--- config.mk ---
export PLATFORM = sky130hd
export DESIGN_NAME = ifetch_ctrl
export DESIGN_NICKNAME = d
export VERILOG_FILES = /design/src/rtl/ifetch_ctrl.sv
export SDC_FILE = /design/constraint.sdc
export NUM_CORES = 1
export LEC_CHECK = 0
export CORE_AREA = 2 2 160 162
export DETAILED_ROUTE_END_ITERATION = 10
export DIE_AREA = 0 0 162 164
export HOLD_SLACK_MARGIN = 0.05
export PLACE_DENSITY = 0.72
export SLEW_MARGIN = 0
export SYNTH_ARGS = -nofsm -noshare
export SYNTH_HDL_FRONTEND = slang
export SYNTH_SLANG_ARGS = --single-unit
--- constraint.sdc ---
create_clock -name clk_phase1_i -period 2.8 [get_ports clk_phase1_i]
set_clock_uncertainty 0.1 [all_clocks]
set_input_delay 0.84 -clock clk_phase1_i [delete_from_list [all_inputs] [get_ports clk_phase1_i]]
set_output_delay 0.84 -clock clk_phase1_i [all_outputs]
set_load 0.02 [all_outputs]
--- src/rtl/ifetch_ctrl.sv ---
// rtl/ifetch_ctrl.sv - instruction-fetch controller with 2-entry fetch queue
module ifetch_ctrl #(
  parameter int                    ADDR_WIDTH = 32,
  parameter int                    DATA_WIDTH = 32,
  parameter logic [ADDR_WIDTH-1:0] RESET_PC   = ADDR_WIDTH'(0),
  parameter logic [ADDR_WIDTH-1:0] PC_INC     = ADDR_WIDTH'(1)
) (
  input  logic                  clk_phase1_i,
  input  logic                  rst_n_i,
  output logic [ADDR_WIDTH-1:0] imem_addr_o,
  input  logic [DATA_WIDTH-1:0] imem_data_i,
  output logic                  inst_valid_o,
  input  logic                  inst_ready_i,
  output logic [DATA_WIDTH-1:0] inst_o,
  output logic [ADDR_WIDTH-1:0] inst_pc_o,
  input  logic                  redirect_i,
  input  logic [ADDR_WIDTH-1:0] redirect_pc_i,
  input  logic                  halt_i,
  output logic                  halted_o,
  output logic [31:0]           fetch_cnt_o
);

  typedef enum logic [1:0] {S_BOOT, S_RUN, S_HALT} state_t;

  state_t                r_state;
  state_t                w_state_nxt;
  logic [ADDR_WIDTH-1:0] r_fetch_pc;
  logic [1:0]            r_count;
  logic                  r_head;
  logic [ADDR_WIDTH-1:0] r_q_pc   [2];
  logic [DATA_WIDTH-1:0] r_q_data [2];
  logic [31:0]           r_fetch_cnt;
  logic                  w_pop;
  logic                  w_push;
  logic                  w_tail;

  // A pop only happens when the head is valid; the tail slot is head+count
  // modulo 2, which for a full queue is the slot being popped this cycle.
  assign w_pop  = (r_count != 2'd0) & inst_ready_i;
  assign w_tail = r_head ^ r_count[0];

  // State register.
  always_ff @(posedge clk_phase1_i or negedge rst_n_i) begin
    if (!rst_n_i) r_state <= S_BOOT;
    else          r_state <= w_state_nxt;
  end

  // Next-state and push decision; redirect dominates halt in every state.
  always_comb begin
    w_state_nxt = r_state;
    w_push      = 1'b0;
    case (r_state)
      S_BOOT: begin
        if (redirect_i)  w_state_nxt = S_RUN;
        else if (halt_i) w_state_nxt = S_HALT;
        else             w_state_nxt = S_RUN;
      end
      S_RUN: begin
        if (!redirect_i) begin
          w_push = !halt_i & ((r_count != 2'd2) | w_pop);
          if (halt_i) w_state_nxt = S_HALT;
        end
      end
      S_HALT: begin
        if (redirect_i) w_state_nxt = S_RUN;
      end
      default: w_state_nxt = S_BOOT;
    endcase
  end

  // Fetch PC, queue storage and push counter; redirect flushes the queue.
  always_ff @(posedge clk_phase1_i or negedge rst_n_i) begin
    if (!rst_n_i) begin
      r_fetch_pc  <= RESET_PC;
      r_count     <= 2'd0;
      r_head      <= 1'b0;
      r_fetch_cnt <= 32'd0;
      r_q_pc[0]   <= '0;
      r_q_pc[1]   <= '0;
      r_q_data[0] <= '0;
      r_q_data[1] <= '0;
    end else if (redirect_i) begin
      r_fetch_pc <= redirect_pc_i;
      r_count    <= 2'd0;
      r_head     <= 1'b0;
    end else begin
      if (w_push) begin
        r_q_pc[w_tail]   <= r_fetch_pc;
        r_q_data[w_tail] <= imem_data_i;
        r_fetch_pc       <= r_fetch_pc + PC_INC;
        r_fetch_cnt      <= r_fetch_cnt + 32'd1;
      end
      if (w_pop) r_head <= ~r_head;
      case ({w_push, w_pop})
        2'b10:   r_count <= r_count + 2'd1;
        2'b01:   r_count <= r_count - 2'd1;
        default: r_count <= r_count;
      endcase
    end
  end

  assign imem_addr_o  = r_fetch_pc;
  assign inst_valid_o = (r_count != 2'd0);
  assign inst_o       = inst_valid_o ? r_q_data[r_head] : '0;
  assign inst_pc_o    = inst_valid_o ? r_q_pc[r_head]   : '0;
  assign halted_o     = (r_state == S_HALT) & (r_count == 2'd0);
  assign fetch_cnt_o  = r_fetch_cnt;

endmodule

==> flow_summary_export.csv <==
group,metric,value,unit
status,run_status,"completed",
clock_network,clk_pin_slew,0.07,ns
route,wl_met1,11.0,mm
placed_design,dp.final_hpwl,16.8,mm
power_and_ir_drop,p_total,8320,uW
floorplan,row_count,58,
sta,tightest_slew,0.424,ns
grt,grt_pass1_wl,38.5,mm
clock_network,post_cts_buffers,0,
power_and_ir_drop,irDropWorstVdd,0.367,mV
critical_path,max_stage_delay,0.53,ns
grt,antenna_found_initial,0,
critical_path,cp.arrival,1.81,ns
critical_path,cp-end-kind,"primary output",
yosys,async_reset_ff_frac,1.00,
yosys,ys_top_cells_by_count,"197 x dfrtp_1, 128 x mux2_2, 96 x nor2_1",
route,firstDrtPassIters,4,
sta,max_freq,0.364,GHz
clock_network,ctsHtreeMaxLevel,4,
route,dr.max_layer_used,"met4",
floorplan,die_area,26600,um^2
sta,hold_violations,0,
yosys,syn-num-nets,884,
final_layout,drive_above_1_share,0.233,
yosys,synth.yosys.warnings,0,
critical_path,crit_slowest_cell,"dfrtp_4",
clock_network,cts_max_path_buffers,2,
power_and_ir_drop,p_per_area,659,nW/um^2
clock_network,hold_buffers,0,
final_layout,fill_cells,2222,
final_layout,register_area,4930,um^2
route,first_iter_violations,399,
yosys,synth_seq_cells,197,
route,routed_wl,23.8,mm
route,met3_length,1.22,mm
floorplan,die_h,164,um
clock_network,cts_tree,"built",
final_layout,nets,1113,
route,ant_nets,0,
clock_network,cts_made_buffers,17,
sta,max-slew-margin-rel,0.718,
floorplan,die_x,162,um
placed_design,place_area,12100,um^2
route,wire_per_inst,17.2,um
floorplan,initial_core_util,0.374,
yosys,synth_top_area_cell,"dfrtp_1",
yosys,syn_area_per_cell,11.4,um^2
grt,grt_pass1_vias,7248,
yosys,yosysTopAreaCellShare,0.532,
route,num_vias,7078,
power_and_ir_drop,power_leakage,0.00548,uW
yosys,yosys_most_used_dff,"dfrtp_1",
placed_design,io_buffers,198,
sta,finalCriticalPeriod,2.75,ns
sta,fin_crit_sh,0.982,
grt,grt_usage,0.183,
critical_path,r2r_setup_slack,0.42,ns
clock_network,clock_sinks,197,
route,drcViolationCount,0,
grt,grt_start_max_net_pins,49,
clock_network,cts-root-buf,"clkbuf_16",
final_layout,diodes,0,
final_layout,area_delta_synth_final,36.1,%
yosys,netlist_area,9270,um^2
yosys,yosysSeqAreaShare,0.532,
yosys,netlist_instances,813,
critical_path,start_kind,"register",
critical_path,path_class,"reg -> out",
floorplan,ios,199,
yosys,ys_top_cells_by_area,"dfrtp_1 53%, mux2_2 16%, mux2i_1 7.2%, nor2_1 3.9%, nand2_1 2.6%",
placed_design,gp_congestion,0.835,
final_layout,final_area,12600,um^2
critical_path,crit_chain,"clkbuf_16 -> mux2i_1 -> nor2_1 -> clkdlybuf4s15_2",
yosys,synth_most_common_cell,"dfrtp_1",
sta,setup_violations,0,
placed_design,dp_slack,-0.472,ns
run,maxCapViolations,0,
critical_path,critical_path_peak_fanout,21,
clock_network,clk_latency,0.43,ns
route,routed_via_density,5.11,
critical_path,worstPathRequired,1.86,ns
yosys,synth_cell_types,44,
final_layout,multi_input_area,4160,um^2
yosys,synth_edf_count,0,
worst_hold_path,hold_path_class,"in -> async",
grt,grt-ovfl-total,0,
sta,drv_slew,0,
floorplan,core,24800,um^2
sta,setup_ws,0.0495,ns
route,wl_met2,11.3,mm
sta,rsz0062_at_grt,"true",
[area by class of cell]
cell class / instances / share of cell area
tap: 330 / 0.0327
timing repair buffer: 255 / 0.196
clock buffer: 21 / 0.0373
clock inverter: 11 / 0.00981
inverter: 12 / 0.00357
multi-input combinational: 559 / 0.329
sequential: 197 / 0.391
[critical path: cells and delay by family (launching register included)]
family / cells / cell delay, ns
DFF: 1 / 0.53
buffers and inverters: 2 / 0.52
and+or+nand+nor: 1 / 0.16
muxes: 1 / 0.15
[state kept, by name (all words and copies together), names as in the netlist]
name         flops
r_count          2
r_q_pc          64
r_q_data        64
r_state          2
fetch_cnt_o     32
r_head           1
imem_addr_o     32
[layout by cell type, fill, tap and decap left out, types with 18 or more instances in the layout]
master	synthesis	final
nor2_1	96	94
nand3_1	35	35
dlygate4sd2_1	0	48
clkbuf_16	0	18
nand2_1	64	64
dfrtp_1	197	196
o21ai_0	21	21
mux2_2	128	128
xnor2_1	21	21
clkdlybuf4s50_1	0	130
mux2i_1	67	67
buf_4	0	45
[metal layers]
layer,vias up,track usage
li1,3337,-
met1,3520,0.248
met3,28,0.0419
met5,-,0
met4,0,0.0499
met2,193,0.297
[final timing paths]
check | from | cells after the start | endpoint
hold reg to reg | fetch_cnt_o[12]$_DFFE_PN0P_ | 1 | fetch_cnt_o[12]$_DFFE_PN0P_
min in group clk_phase1_i | fetch_cnt_o[12]$_DFFE_PN0P_ | 1 | fetch_cnt_o[12]$_DFFE_PN0P_
hold / removal | rst_n_i | 1 | fetch_cnt_o[13]$_DFFE_PN0P_
setup / recovery | r_head$_DFFE_PN0P_ | 4 | inst_pc_o[27]
setup reg to reg | r_state[1]$_DFFE_PN0P_ | 5 | imem_addr_o[16]$_DFFE_PN0P_
max in group asynchronous | rst_n_i | 2 | r_q_pc[11]$_DFFE_PN0P_
[through the flow]
step                      hold WS, ns   util  TNS [ns]  cells
after CTS                       0.260  0.508   -0.0146   1384
after global placement          0.379  0.487    -42.60   1352
after detailed placement        0.389  0.487    -40.93   1352
after global routing            0.273  0.509   -0.0110   1385
after floorplan                 0.371      -    -0.461    813
final                           0.267  0.509         0   1385
[report_power, final]
part | leakage, uW | total [uW] | switching (uW) | internal, uW
Sequential | 0.00248 | 4000 | 450 | 3550
Combinational | 0.00271 | 1820 | 793 | 1030
Clock | 0.000286 | 2490 | 1100 | 1390
Total | 0.00548 | 8320 | 2340 | 5970
[cells by family after synthesis]
| logic type | after synthesis | synth area share |
|---|---|---|
| AO/OA/AOI/OAI | 65 | 0.0475 |
| XOR/XNOR | 34 | 0.0321 |
| adder cells (fa/ha/maj) | 2 | 0.00270 |
| buffers and inverters | 57 | 0.0248 |
| flip-flops | 197 | 0.532 |
| multiplexers | 195 | 0.228 |
| AND/OR/NAND/NOR | 263 | 0.134 |
[repair_timing]
item | 4_1_cts | 5_1_grt
gates cloned | 0 | 1
endpoints found under the setup margin | 67 | 46
pin swaps | 1 | 0
resized for setup | 75 | 19
Note: power is estimated with default switching activity, not from simulation.
